### config.mk
export PLATFORM = sky130hd
export DESIGN_NAME = ccff_chain_loader
export DESIGN_NICKNAME = d
export VERILOG_FILES = /design/src/rtl/ccff_chain_loader.sv
export SDC_FILE = /design/constraint.sdc
export NUM_CORES = 1
export LEC_CHECK = 0
export BUFFER_PORTS_ARGS = -buffer_cell sky130_fd_sc_hd__buf_2
export CORE_AREA = 3 3 88 90
export DETAILED_ROUTE_END_ITERATION = 10
export DIE_AREA = 0 0 91 93
export PLACE_DENSITY = 0.74
export SYNTH_ARGS = -nofsm -noshare
export SYNTH_HDL_FRONTEND = slang
export SYNTH_SLANG_ARGS = --single-unit
### constraint.sdc
create_clock -name prog_clk -period 2.15 [get_ports prog_clk]
set_clock_uncertainty 0.1 [all_clocks]
set_input_delay 0.1075 -clock prog_clk [delete_from_list [all_inputs] [get_ports prog_clk]]
set_output_delay 0.1075 -clock prog_clk [all_outputs]
set_load 0.03 [all_outputs]
### src/rtl/ccff_chain_loader.sv
// Configuration-chain programmer: serialises bitstream words MSB-first into the
// ccff chain and optionally recirculates it to compare CRC-16-CCITT signatures.
module ccff_chain_loader #(
    parameter int unsigned CHAIN_LEN = 1024,
    parameter int unsigned WORD_W    = 8,
    parameter int unsigned CNT_W     = 16
) (
    input  logic              prog_clk,
    input  logic              prog_reset_n,
    input  logic              start,
    input  logic              verify_en,
    input  logic [WORD_W-1:0] s_data,
    input  logic              s_valid,
    output logic              s_ready,
    output logic              ccff_head,
    output logic              chain_en,
    input  logic              ccff_tail,
    output logic              busy,
    output logic              done,
    output logic              crc_ok,
    output logic              crc_err,
    output logic [CNT_W-1:0]  bit_count
);

    localparam int unsigned NB_W  = $clog2(WORD_W + 1);
    localparam int unsigned CRC_W = 16;
    localparam logic [CRC_W-1:0] CRC_POLY = 16'h1021;
    localparam logic [CRC_W-1:0] CRC_INIT = 16'hFFFF;
    localparam logic [CNT_W-1:0] LAST_BIT = CNT_W'(CHAIN_LEN - 1);

    typedef enum logic [2:0] {
        S_IDLE,
        S_WAIT_WORD,
        S_SHIFT,
        S_VERIFY,
        S_DONE
    } state_t;

    state_t             r_state;
    logic               r_verify;
    logic [WORD_W-1:0]  r_shreg;
    logic [NB_W-1:0]    r_nbits;
    logic [CNT_W-1:0]   r_bit_count;
    logic [CRC_W-1:0]   r_load_crc;
    logic [CRC_W-1:0]   r_chk_crc;
    logic               r_crc_ok;
    logic               r_crc_err;

    logic [31:0]        w_remain;
    logic [NB_W-1:0]    w_take;
    logic [CRC_W-1:0]   w_load_crc_nxt;
    logic [CRC_W-1:0]   w_chk_crc_nxt;

    function automatic logic [CRC_W-1:0] crc_step(input logic [CRC_W-1:0] crc,
                                                   input logic             bit_in);
        logic fb;
        fb = crc[CRC_W-1] ^ bit_in;
        return {crc[CRC_W-2:0], 1'b0} ^ (fb ? CRC_POLY : '0);
    endfunction

    // Bits still owed to the chain bound how much of the next word is shifted.
    assign w_remain       = CHAIN_LEN - 32'(r_bit_count);
    assign w_take         = (w_remain < WORD_W) ? NB_W'(w_remain) : NB_W'(WORD_W);
    assign w_load_crc_nxt = crc_step(r_load_crc, r_shreg[WORD_W-1]);
    assign w_chk_crc_nxt  = crc_step(r_chk_crc, ccff_tail);

    always_ff @(posedge prog_clk or negedge prog_reset_n) begin
        if (!prog_reset_n) begin
            r_state     <= S_IDLE;
            r_verify    <= 1'b0;
            r_shreg     <= '0;
            r_nbits     <= '0;
            r_bit_count <= '0;
            r_load_crc  <= CRC_INIT;
            r_chk_crc   <= CRC_INIT;
            r_crc_ok    <= 1'b0;
            r_crc_err   <= 1'b0;
        end else begin
            case (r_state)
                S_IDLE, S_DONE: begin
                    if (start) begin
                        r_verify    <= verify_en;
                        r_bit_count <= '0;
                        r_crc_ok    <= 1'b0;
                        r_crc_err   <= 1'b0;
                        r_load_crc  <= CRC_INIT;
                        r_state     <= S_WAIT_WORD;
                    end
                end
                S_WAIT_WORD: begin
                    if (s_valid) begin
                        r_shreg <= s_data;
                        r_nbits <= w_take;
                        r_state <= S_SHIFT;
                    end
                end
                S_SHIFT: begin
                    r_shreg     <= r_shreg << 1;
                    r_bit_count <= r_bit_count + CNT_W'(1);
                    r_load_crc  <= w_load_crc_nxt;
                    r_nbits     <= r_nbits - NB_W'(1);
                    if (r_nbits == NB_W'(1)) begin
                        if (r_bit_count == LAST_BIT) begin
                            if (r_verify) begin
                                r_bit_count <= '0;
                                r_chk_crc   <= CRC_INIT;
                                r_state     <= S_VERIFY;
                            end else begin
                                r_state <= S_DONE;
                            end
                        end else begin
                            r_state <= S_WAIT_WORD;
                        end
                    end
                end
                S_VERIFY: begin
                    // One full lap puts every flop back where it started.
                    r_chk_crc   <= w_chk_crc_nxt;
                    r_bit_count <= r_bit_count + CNT_W'(1);
                    if (r_bit_count == LAST_BIT) begin
                        r_crc_ok  <= (w_chk_crc_nxt == r_load_crc);
                        r_crc_err <= (w_chk_crc_nxt != r_load_crc);
                        r_state   <= S_DONE;
                    end
                end
                default: r_state <= S_IDLE;
            endcase
        end
    end

    // Stream/chain controls are pure decodes of the state register.
    assign s_ready   = (r_state == S_WAIT_WORD);
    assign chain_en  = (r_state == S_SHIFT) || (r_state == S_VERIFY);
    assign busy      = (r_state != S_IDLE) && (r_state != S_DONE);
    assign done      = (r_state == S_DONE);
    assign ccff_head = (r_state == S_VERIFY) ? ccff_tail
                                             : ((r_state == S_SHIFT) && r_shreg[WORD_W-1]);
    assign crc_ok    = r_crc_ok;
    assign crc_err   = r_crc_err;
    assign bit_count = r_bit_count;

endmodule

==> results of run 1 <==
-- per-stage QoR --
step | power, mW | hold slack, ns | setup TNS [ns] | util [%]
floorplan | 4.36 | -0.288 | -0.991 | -
detailed placement | 5.28 | -0.0227 | -0.122 | 56.3
global placement | 5.16 | -0.0288 | -0.0259 | 56.3
global route | 7.08 | 0.0973 | -0.238 | 62.6
finish | 6.60 | 0.0820 | 0 | 62.6
CTS | 6.38 | 0.0694 | 0 | 60.8
-- placed cells by master, fill, tap and decap left out, types with 4 or more instances in the layout --
cell type,Yosys,layout
buf_4,4,37
o22ai_1,4,4
clkbuf_8,0,9
a21o_1,6,6
o31ai_1,4,4
o21ai_1,5,10
nor2b_1,4,4
nor3_1,7,7
inv_1,9,8
a21oi_1,15,14
dlygate4sd3_1,0,10
o22a_1,30,30
nor3b_1,6,5
nand3_1,12,12
nand4_1,4,4
xnor2_1,11,11
xor2_1,16,16
a31oi_1,10,10
o21ai_0,15,10
nor2_1,30,29
buf_2,2,36
nor4_1,5,5
dfstp_2,32,32
dfrtp_1,34,31
nand2_1,34,34
-- logic make-up after synthesis --
| family | Yosys count | synth area share (%) |
|---|---|---|
| adders and majority gates | 4 | 1.42 |
| buffers and inverters | 29 | 4.45 |
| muxes | 5 | 1.49 |
| AOI/OAI and AO/OA | 97 | 19.5 |
| xor gates and xnor gates | 27 | 6.73 |
| DFF | 66 | 48.1 |
| and+or+nand+nor | 124 | 18.3 |
-- worst reg2reg max path, delay by kind of cell (launching register included) --
kind,cells,cell delay (ns)
simple gates,5,1.45
fa+ha+maj,1,0.15
flops,1,0.39
-- per-layer routing --
layer | track usage, % | vias to the layer above | part of all wire (%)
met4 | 8.04 | 0 | 1.6
li1 | - | 1442 | -
met2 | 32.5 | 56 | 47
met5 | 0 | - | 0
met3 | 4.67 | 10 | 3.8
met1 | 27.2 | 1457 | 47
-- flip-flops by register name, summed over array words and instances, names as in the netlist --
| name | count |
|---|---|
| r_load_crc | 16 |
| crc_ok | 1 |
| bit_count | 16 |
| r_verify | 1 |
| r_state | 3 |
| crc_err | 1 |
| r_shreg | 8 |
| r_nbits | 4 |
| r_chk_crc | 16 |
-- cell type report --
| class | instances | area (um^2) |
|---|---|---|
| clock buffers | 9 | 124 |
| fillers | 610 | 2670 |
| well taps | 99 | 124 |
| repair buffers | 88 | 668 |
| inverters | 10 | 37.5 |
| clock inverters | 7 | 76.3 |
| multi-input cells | 257 | 1740 |
| flip-flops and latches | 66 | 1700 |
-- power groups by stage --
stage          Combinational [mW]  Clock (mW)  Sequential (mW)
6_report                     3.13        1.06             2.40
5_1_grt                      3.47        1.14             2.47
4_1_cts                      2.93        1.09             2.37
3_5_place_dp                 2.89           0             2.38
3_3_place_gp                 2.80           0             2.35
2_1_floorplan                1.98           0             2.38
-- what timing repair did --
action,CTS,global route
endpoints found under the setup margin,6,28
gates cloned,0,2
gates resized for setup,1,13
pin swaps,2,3
hold endpoints to repair,26,0
buffers inserted,2,4
hold buffers,10,0
-- final timing paths --
kind                              start             end  slack, ns  cells after the start
max                        bit_count[1]          crc_ok      0.005                      6
min in group asynchronous  prog_reset_n   bit_count[13]       0.13                      2
min                               start        r_verify       0.08                      3
min reg2reg                  r_shreg[0]      r_shreg[0]       0.40                      2
max in group asynchronous  prog_reset_n  r_load_crc[11]       1.16                      3
max reg2reg                bit_count[1]          crc_ok      0.005                      6
==> run_results.csv, run 1 <==
group,metric,value,unit
status,status,"completed",
floorplanning,die_area,0.00846,mm^2
synthesis,yosysSeqAreaShare,48.1,%
critical_path,critical_path.max_fanout,4,
clock_tree,tritoncts,"built",
floorplanning,row_count,31,
routing,ant_nets,0,
critical_path,crit_type,"register to register",
critical_path,crit_path_cell_trace,"ha_4 -> nand4_1 -> or3_4 -> or3_4 -> or4_1 -> nand3_1",
global_route,grt_usage,20.4,%
synthesis,synth-edff-count,0,
global_route,grt_max_degree,51,
sta,post-route-min-period,2.15,ns
finish,finalNetCount,450,
critical_path,max_stage_delay,0.47,ns
power_and_ir_drop,power_frac_comb,47.5,%
sta,max_slew_margin,65.2,%
sta,tightest_slew,0.522,ns
synthesis,synthesis.nets,370,
sta,finalSetupViolCount,0,
clock_tree,numCtsBuffers,9,
sta,fmax,466,MHz
sta,rsz0062_at_grt,"true",
synthesis,synthCells,352,
power_and_ir_drop,p_switching,2.68,mW
hold_path,min_path_type,"input pin to register",
placement,place_ws,-0.0473,ns
synthesis,netlist_top_cells_area,"dfrtp_1 (24%), dfstp_2 (24%), o22a_1 (7.5%)",
critical_path,critPathCaptureType,"register",
clock_tree,clkLatencyLatePin,0.35,ns
routing,drc_errors,0,
routing,routedWlPerCell,15.4,um
clock_tree,htree_levels,3,
synthesis,synth_area,0.00352,mm^2
floorplanning,io_pins,37,
clock_tree,cts_sinks,66,
run,max_cap_violations,0,
clock_tree,clockBufferDepth,2,
global_route,grt_pass1_wl,13800,um
synthesis,ys_dominant_reg_cell,"dfrtp_1",
power_and_ir_drop,p_clk_share,16.1,%
floorplanning,start_util,49.3,%
clock_tree,path_clk_slew,0.08,ns
critical_path,startpoint_type,"register",
synthesis,syn_avg_cell_area,9.99,um^2
routing,routed_wirelength,8280,um
placement,portBuffers,36,
synthesis,ys_warn_count,0,
critical_path,crit_buf_inv,0,
critical_path,crit_slowest_cell,"or4_1",
global_route,grt_antenna_before_repair,0,
global_route,grt_pass1_vias,2903,
synthesis,synth_area_leader_cell,"dfrtp_1",
routing,dr_total_vias,2965,
power_and_ir_drop,ir_worst_vdd,0.523,mV
finish,areaGrowthSynthToFinish,27.0,%
synthesis,async_flop_share,100,%
floorplanning,die_width,91,um
placement,dp_hpwl,5650,um
synthesis,synthTopCellsByCount,"dfrtp_1 (34), nand2_1 (34), dfstp_2 (32)",
sta,hold_violations,0,
sta,slew_violations,0,
critical_path,cp_top_family,"simple AND/OR/NAND/NOR gates",
floorplanning,core_area,0.00714,mm^2
floorplanning,die_h,93,um
finish,final_cells,536,
critical_path,required,2.34,ns
synthesis,ys_ff_latch,66,
finish,drive_above_1_share,34.1,%
placement,gp_congestion,0.818,
synthesis,yosysTopAreaCellShare,24.2,%
critical_path,worst_path_most_repeated_cell,"or3_4",
global_route,grt-ovfl-total,0,
routing,drt_iter0_markers,205,
sta,timing.final.crit_share,99.8,%
placement,dpl.cell_count,502,
power_and_ir_drop,internal-power,3.92,mW
critical_path,arrival,2.34,ns
synthesis,synthDistinctLibCells,51,
power_and_ir_drop,sw_frac_of_total,40.6,%
routing,post_drt_via_cell_ratio,5.53,
finish,final_area,0.00446,mm^2
power_and_ir_drop,p_leak,1.92,nW
power_and_ir_drop,power_density,1480,mW/mm^2
power_and_ir_drop,seqPwrFrac,36.4,%
sta,worst_slack,0.00460,ns
routing,dr.pass1.iters,4,
clock_tree,cts-root-buf,"clkbuf_8",
finish,diodes,0,
placement,placed_cell_area,0.00402,mm^2
Power figures use the tool's default switching activity.
==> inputs of run 2 (changes only) <==
- CORE_AREA: 3 3 88 90 -> 3 3 105 77
- DIE_AREA: 0 0 91 93 -> 0 0 108 80
- PLACE_DENSITY: 0.74 -> 0.73
- SETUP_SLACK_MARGIN: default -> 0.05
==> run 2 against run 1 <==
The run now ends with setup timing left. Core utilization hardly changed. Worst setup slack worse by 0.044 ns. Global-route usage is 0.79 points higher. Sequential share of layout area is 0.28 points lower. Clock power hardly changed. Flip-flop and latch count stayed put. Hold slack better by 0.034 ns. Via count is 2.4% higher. Critical endpoint is now bit_count[12]. Largest power group unchanged.
==> run_results.csv, run 2 (synthesis gave the netlist of run 1 again) <==
group,metric,value,unit
routing,drc_errors,0,
global_route,grt_pass1_vias,2898,
routing,routed_wirelength,8780,um
sta,tightest_slew,0.676,ns
power_and_ir_drop,internal-power,3.89,mW
floorplanning,row_count,26,
critical_path,critPathCaptureType,"register",
sta,max_slew_margin,54.9,%
critical_path,crit_slowest_cell,"or3_4",
routing,dr.pass1.iters,5,
power_and_ir_drop,p_leak,1.91,nW
clock_tree,path_clk_slew,0.08,ns
sta,slew_violations,0,
power_and_ir_drop,p_switching,2.76,mW
finish,nFillCells,585,
floorplanning,io_pins,37,
sta,finalSetupViolCount,6,
placement,dp_hpwl,6020,um
critical_path,crit_buf_inv,2,
critical_path,worst_path_most_repeated_cell,"o21ai_1",
critical_path,required,2.29,ns
sta,rsz0062_at_grt,"true",
clock_tree,clkLatencyLatePin,0.36,ns
global_route,grt_usage,21.2,%
placement,place_ws,-0.0867,ns
power_and_ir_drop,seqPwrFrac,35.9,%
critical_path,startpoint_type,"register",
critical_path,crit_path_cell_trace,"ha_4 -> nand4_1 -> or3_4 -> o41ai_4 -> buf_4 -> buf_12 -> a31oi_4 -> o21ai_1 -> o21ai_1",
finish,drive_above_1_share,36.5,%
global_route,grt_antenna_before_repair,0,
critical_path,arrival,2.33,ns
critical_path,max_stage_delay,0.42,ns
clock_tree,htree_levels,3,
sta,fmax,457,MHz
clock_tree,cts-root-buf,"clkbuf_8",
clock_tree,numCtsBuffers,9,
critical_path,crit_type,"register to register",
sta,hold_violations,0,
power_and_ir_drop,power_frac_comb,48.5,%
sta,fin_hold_ws,0.116,ns
power_and_ir_drop,p_clk_share,15.6,%
critical_path,critical_path.max_fanout,6,
floorplanning,core_area,0.00719,mm^2
finish,areaGrowthSynthToFinish,28.0,%
power_and_ir_drop,ir_worst_vdd,0.685,mV
global_route,grt-ovfl-total,0,
sta,post-route-min-period,2.19,ns
power_and_ir_drop,power,6.65,mW
placement,portBuffers,36,
routing,routedWlPerCell,16.4,um
routing,dr_total_vias,3036,
floorplanning,start_util,48.9,%
floorplanning,die_area,0.00864,mm^2
routing,ant_nets,0,
placement,dpl.cell_count,503,
finish,finalNetCount,449,
critical_path,cp_top_family,"simple AND/OR/NAND/NOR gates",
status,failed_checks,"setup timing",
finish,layout_common_cells,"buf_2 (36), buf_4 (36), nand2_1 (34)",
sta,timing.final.crit_share,102,%
clock_tree,cts_sinks,66,
sta,worst_slack,-0.0398,ns
global_route,grt_max_degree,29,
power_and_ir_drop,power_density,1480,mW/mm^2
routing,post_drt_via_cell_ratio,5.69,
hold_path,min_path_type,"input pin to register",
clock_tree,clockBufferDepth,2,
clock_tree,tritoncts,"built",
finish,diodes,0,
global_route,grt_pass1_wl,14200,um
run,max_cap_violations,0,
floorplanning,die_width,108,um
power_and_ir_drop,sw_frac_of_total,41.5,%
floorplanning,die_h,80,um
routing,drt_iter0_markers,244,
finish,final_cells,534,
status,status,"finished with violations",
placement,gp_congestion,0.825,
[run 2: cell count changes in the layout (fill, tap and decap cells not counted), sizes merged]
cell,previous run,this run
buf,76,75
bufinv,1,0
clkbuf,11,12
[run 2: cell type report]
class                   count  area (um^2)  share of cell area [%]
multi-input cells         257         1800                    39.9
repair buffers             87          652                    14.5
flip-flops and latches     66         1700                    37.7
clock buffers              10          149                    3.31
inverters                  10         37.5                   0.834
well taps                  98          123                    2.72
clock inverters             6         45.0                    1.00
[run 2: through the flow]
step                util (%)  area (um^2)  TNS, ns
finish                  62.6         4500   -0.124
global route            62.6         4500    -1.88
CTS                     60.3         4340  -0.0280
detailed placement      55.9         4020   -0.277
global placement        55.9         4020   -0.108
floorplan                  -         3550   -0.992
[run 2: per-layer routing]
layer	part of all wire [%]	GRT usage, %	wire [um]
met5	0	0	0
met4	1.3	7.31	111
met3	6.7	6.39	589
met2	42	30.0	3700
met1	50	30.7	4370
[run 2: final timing paths]
kind	depth (start not counted)	slack, ns	startpoint	endpoint
worst max-delay path	9	-0.04	bit_count[1]	bit_count[12]
worst min-delay path	4	0.12	start	bit_count[13]
worst max register to register	9	-0.04	bit_count[1]	bit_count[12]
worst min register to register	2	0.42	r_shreg[6]	r_shreg[6]
max in group asynchronous	3	0.99	prog_reset_n	r_chk_crc[14]
min in group asynchronous	2	0.23	prog_reset_n	r_state[1]
[run 2: tightest hold or removal path, cell delays in order]
cell	delay (ns)
buf_2	0.12
a21oi_1	0.15
nand2_1	0.08
o21ai_0	0.07
[run 2: repair_timing]
action                                  in CTS  in global routing
gates resized for setup                      5                 23
gates cloned                                 0                  2
endpoints found under the setup margin      31                 34
hold buffers                                10                  0
setup buffers                                0                  3
pin swaps                                    3                 12
hold endpoints to repair                    20                  0
[run 2: power groups by stage]
stage          clock (mW)  combinational, mW  sequential, mW
2_1_floorplan           0               1.98            2.38
3_3_place_gp            0               2.83            2.36
3_5_place_dp            0               2.91            2.38
4_1_cts              1.06               2.97            2.37
5_1_grt              1.11               3.53            2.46
6_report             1.04               3.22            2.39
==> inputs of run 3 (changes only) <==
- CTS_BUF_LIST: default -> sky130_fd_sc_hd__clkbuf_8
==> run 3 against run 2 <==
Global-route usage did not move. Total power rose by 0.79%. Largest power group unchanged. Critical path type unchanged. The run still ends with setup timing left. Fmax fell by 0.34%. Register-to-register slack barely moved. Worst setup slack got worse by 0.0074 ns. Cell count did not move. Critical path depth did not move. Via count rose by 0.46%. Combinational power barely moved. Routed wire length rose by 0.32%.
==> run_results.csv, run 3 (synthesis gave the netlist of run 1 again) <==
group,metric,value,unit
critical_path,startpoint_type,"register",
critical_path,crit_end,"bit_count[12]",
placement,dp_hpwl,6020,um
finish,postLayoutCoreUtil,62.7,%
critical_path,cp_top_family,"simple AND/OR/NAND/NOR gates",
run,max_cap_violations,0,
floorplanning,die_h,80,um
sta,max_slew_margin,55.0,%
floorplanning,die_width,108,um
critical_path,crit_slowest_cell,"or3_4",
clock_tree,clockBufferDepth,2,
critical_path,max_stage_delay,0.42,ns
clock_tree,cts_sinks,66,
clock_tree,tritoncts,"built",
critical_path,crit_cells,9,
floorplanning,row_count,26,
critical_path,crit_path_cell_trace,"ha_4 -> nand4_1 -> or3_4 -> o41ai_4 -> buf_4 -> buf_12 -> a31oi_4 -> o21ai_1 -> o21ai_1",
global_route,grt-ovfl-total,0,
critical_path,required,2.30,ns
sta,hold_violations,0,
clock_tree,cts-root-buf,"clkbuf_8",
routing,routed_wirelength,8810,um
hold_path,min_path_type,"input pin to register",
sta,worst_slack,-0.0471,ns
power_and_ir_drop,p_leak,1.91,nW
routing,dr.pass1.iters,5,
routing,routedWlPerCell,16.5,um
critical_path,critPathCaptureType,"register",
critical_path,arrival,2.34,ns
critical_path,worst-r2r-cell-count,9,
sta,slew_violations,0,
routing,drc_errors,0,
clock_tree,numCtsBuffers,9,
global_route,grt_usage,21.2,%
status,status,"finished with violations",
routing,drt_iter0_markers,249,
global_route,grt_max_degree,29,
finish,finalNetCount,449,
critical_path,reg2reg_slack,-0.05,ns
sta,tightest_slew,0.674,ns
sta,post-route-min-period,2.20,ns
finish,diodes,0,
critical_path,critical_path.max_fanout,6,
floorplanning,die_area,0.00864,mm^2
power_and_ir_drop,power,6.70,mW
sta,timing.final.crit_share,102,%
critical_path,worst_path_most_repeated_cell,"o21ai_1",
finish,nFillCells,584,
clock_tree,htree_levels,3,
critical_path,crit_buf_inv,2,
sta,finalSetupViolCount,8,
clock_tree,path_clk_slew,0.08,ns
routing,dr_total_vias,3050,
critical_path,startpoint,"bit_count[1]",
floorplanning,core_area,0.00719,mm^2
sta,fmax,455,MHz
power_and_ir_drop,ir_worst_vdd,0.682,mV
routing,post_drt_via_cell_ratio,5.71,
critical_path,crit_type,"register to register",
global_route,grt_antenna_before_repair,0,
critical_path,reg2reg_to,"bit_count[12]",
placement,portBuffers,36,
status,failed_checks,"setup timing",
global_route,grt_pass1_vias,2901,
global_route,grt_pass1_wl,14200,um
finish,drive_above_1_share,36.5,%
routing,ant_nets,0,
power_and_ir_drop,power_density,1490,mW/mm^2
finish,layout_common_cells,"buf_2 (36), buf_4 (36), nand2_1 (34)",
critical_path,reg2reg_from,"bit_count[1]",
clock_tree,clkLatencyLatePin,0.36,ns
placement,gp_congestion,0.825,
floorplanning,start_util,48.9,%
sta,rsz0062_at_grt,"true",
floorplanning,io_pins,37,
finish,areaGrowthSynthToFinish,28.1,%
run 3: cell count changes in the layout (fill, tap and decap cells not counted):
cell       change
bufinv_16      +1
clkbuf_16      -1
run 3: metal layers:
metal,GRT usage (%),up-vias,routed length (um),part of all wire (%)
met5,0,-,0,0
met4,7.31,0,123,1.4
met3,6.39,15,588,6.7
met2,30.1,92,3710,42
met1,30.6,1507,4380,50
li1,-,1436,-,-
run 3: power by group:
part	internal [mW]	switching, mW
Clock	0.543	0.538
Sequential	1.90	0.491
Combinational	1.49	1.74
run 3: tightest hold or removal path: cells and delay by family:
family          cells  cell delay (ns)
buf+inv             1             0.12
simple gates        1             0.08
compound gates      2             0.22
run 3: worst min path at each step:
stage                       startpoint       endpoint  cells past startpoint
after detailed placement  prog_reset_n     r_nbits[3]                      1
final                            start  bit_count[13]                      4
after floorplan           prog_reset_n   bit_count[0]                      0
after CTS                        start  bit_count[13]                      4
after global placement    prog_reset_n     r_shreg[7]                      1
after global routing             start  bit_count[13]                      4
run 3: final cells by class:
class	count	area, um^2	area share, %
Clock inverter	7	75.1	1.67
Clock buffer	9	124	2.75
Timing Repair Buffer	87	652	14.5
Multi-Input combinational cell	257	1800	39.9
Tap cell	98	123	2.72
Inverter	10	37.5	0.833
Sequential cell	66	1700	37.7
run 3: what timing repair did:
action	in CTS	in global routing
resized for setup	5	23
pin swaps	3	12
cloned	0	2
hold endpoints to repair	20	0
hold buffers	10	0
setup endpoints to repair	31	34
buffers inserted	0	3
run 3: metrics by stage:
step / instances / setup WS [ns] / hold WS, ns / area (um^2) / setup TNS, ns
2_1_floorplan: 352 / -0.140 / -0.288 / 3550 / -0.992
3_3_place_gp: 503 / -0.0547 / 0.0767 / 4020 / -0.108
5_1_grt: 534 / -0.115 / 0.116 / 4510 / -1.89
3_5_place_dp: 503 / -0.0867 / 0.0868 / 4020 / -0.277
4_1_cts: 529 / -0.0227 / 0.0746 / 4340 / -0.0302
6_report: 534 / -0.0471 / 0.109 / 4510 / -0.184
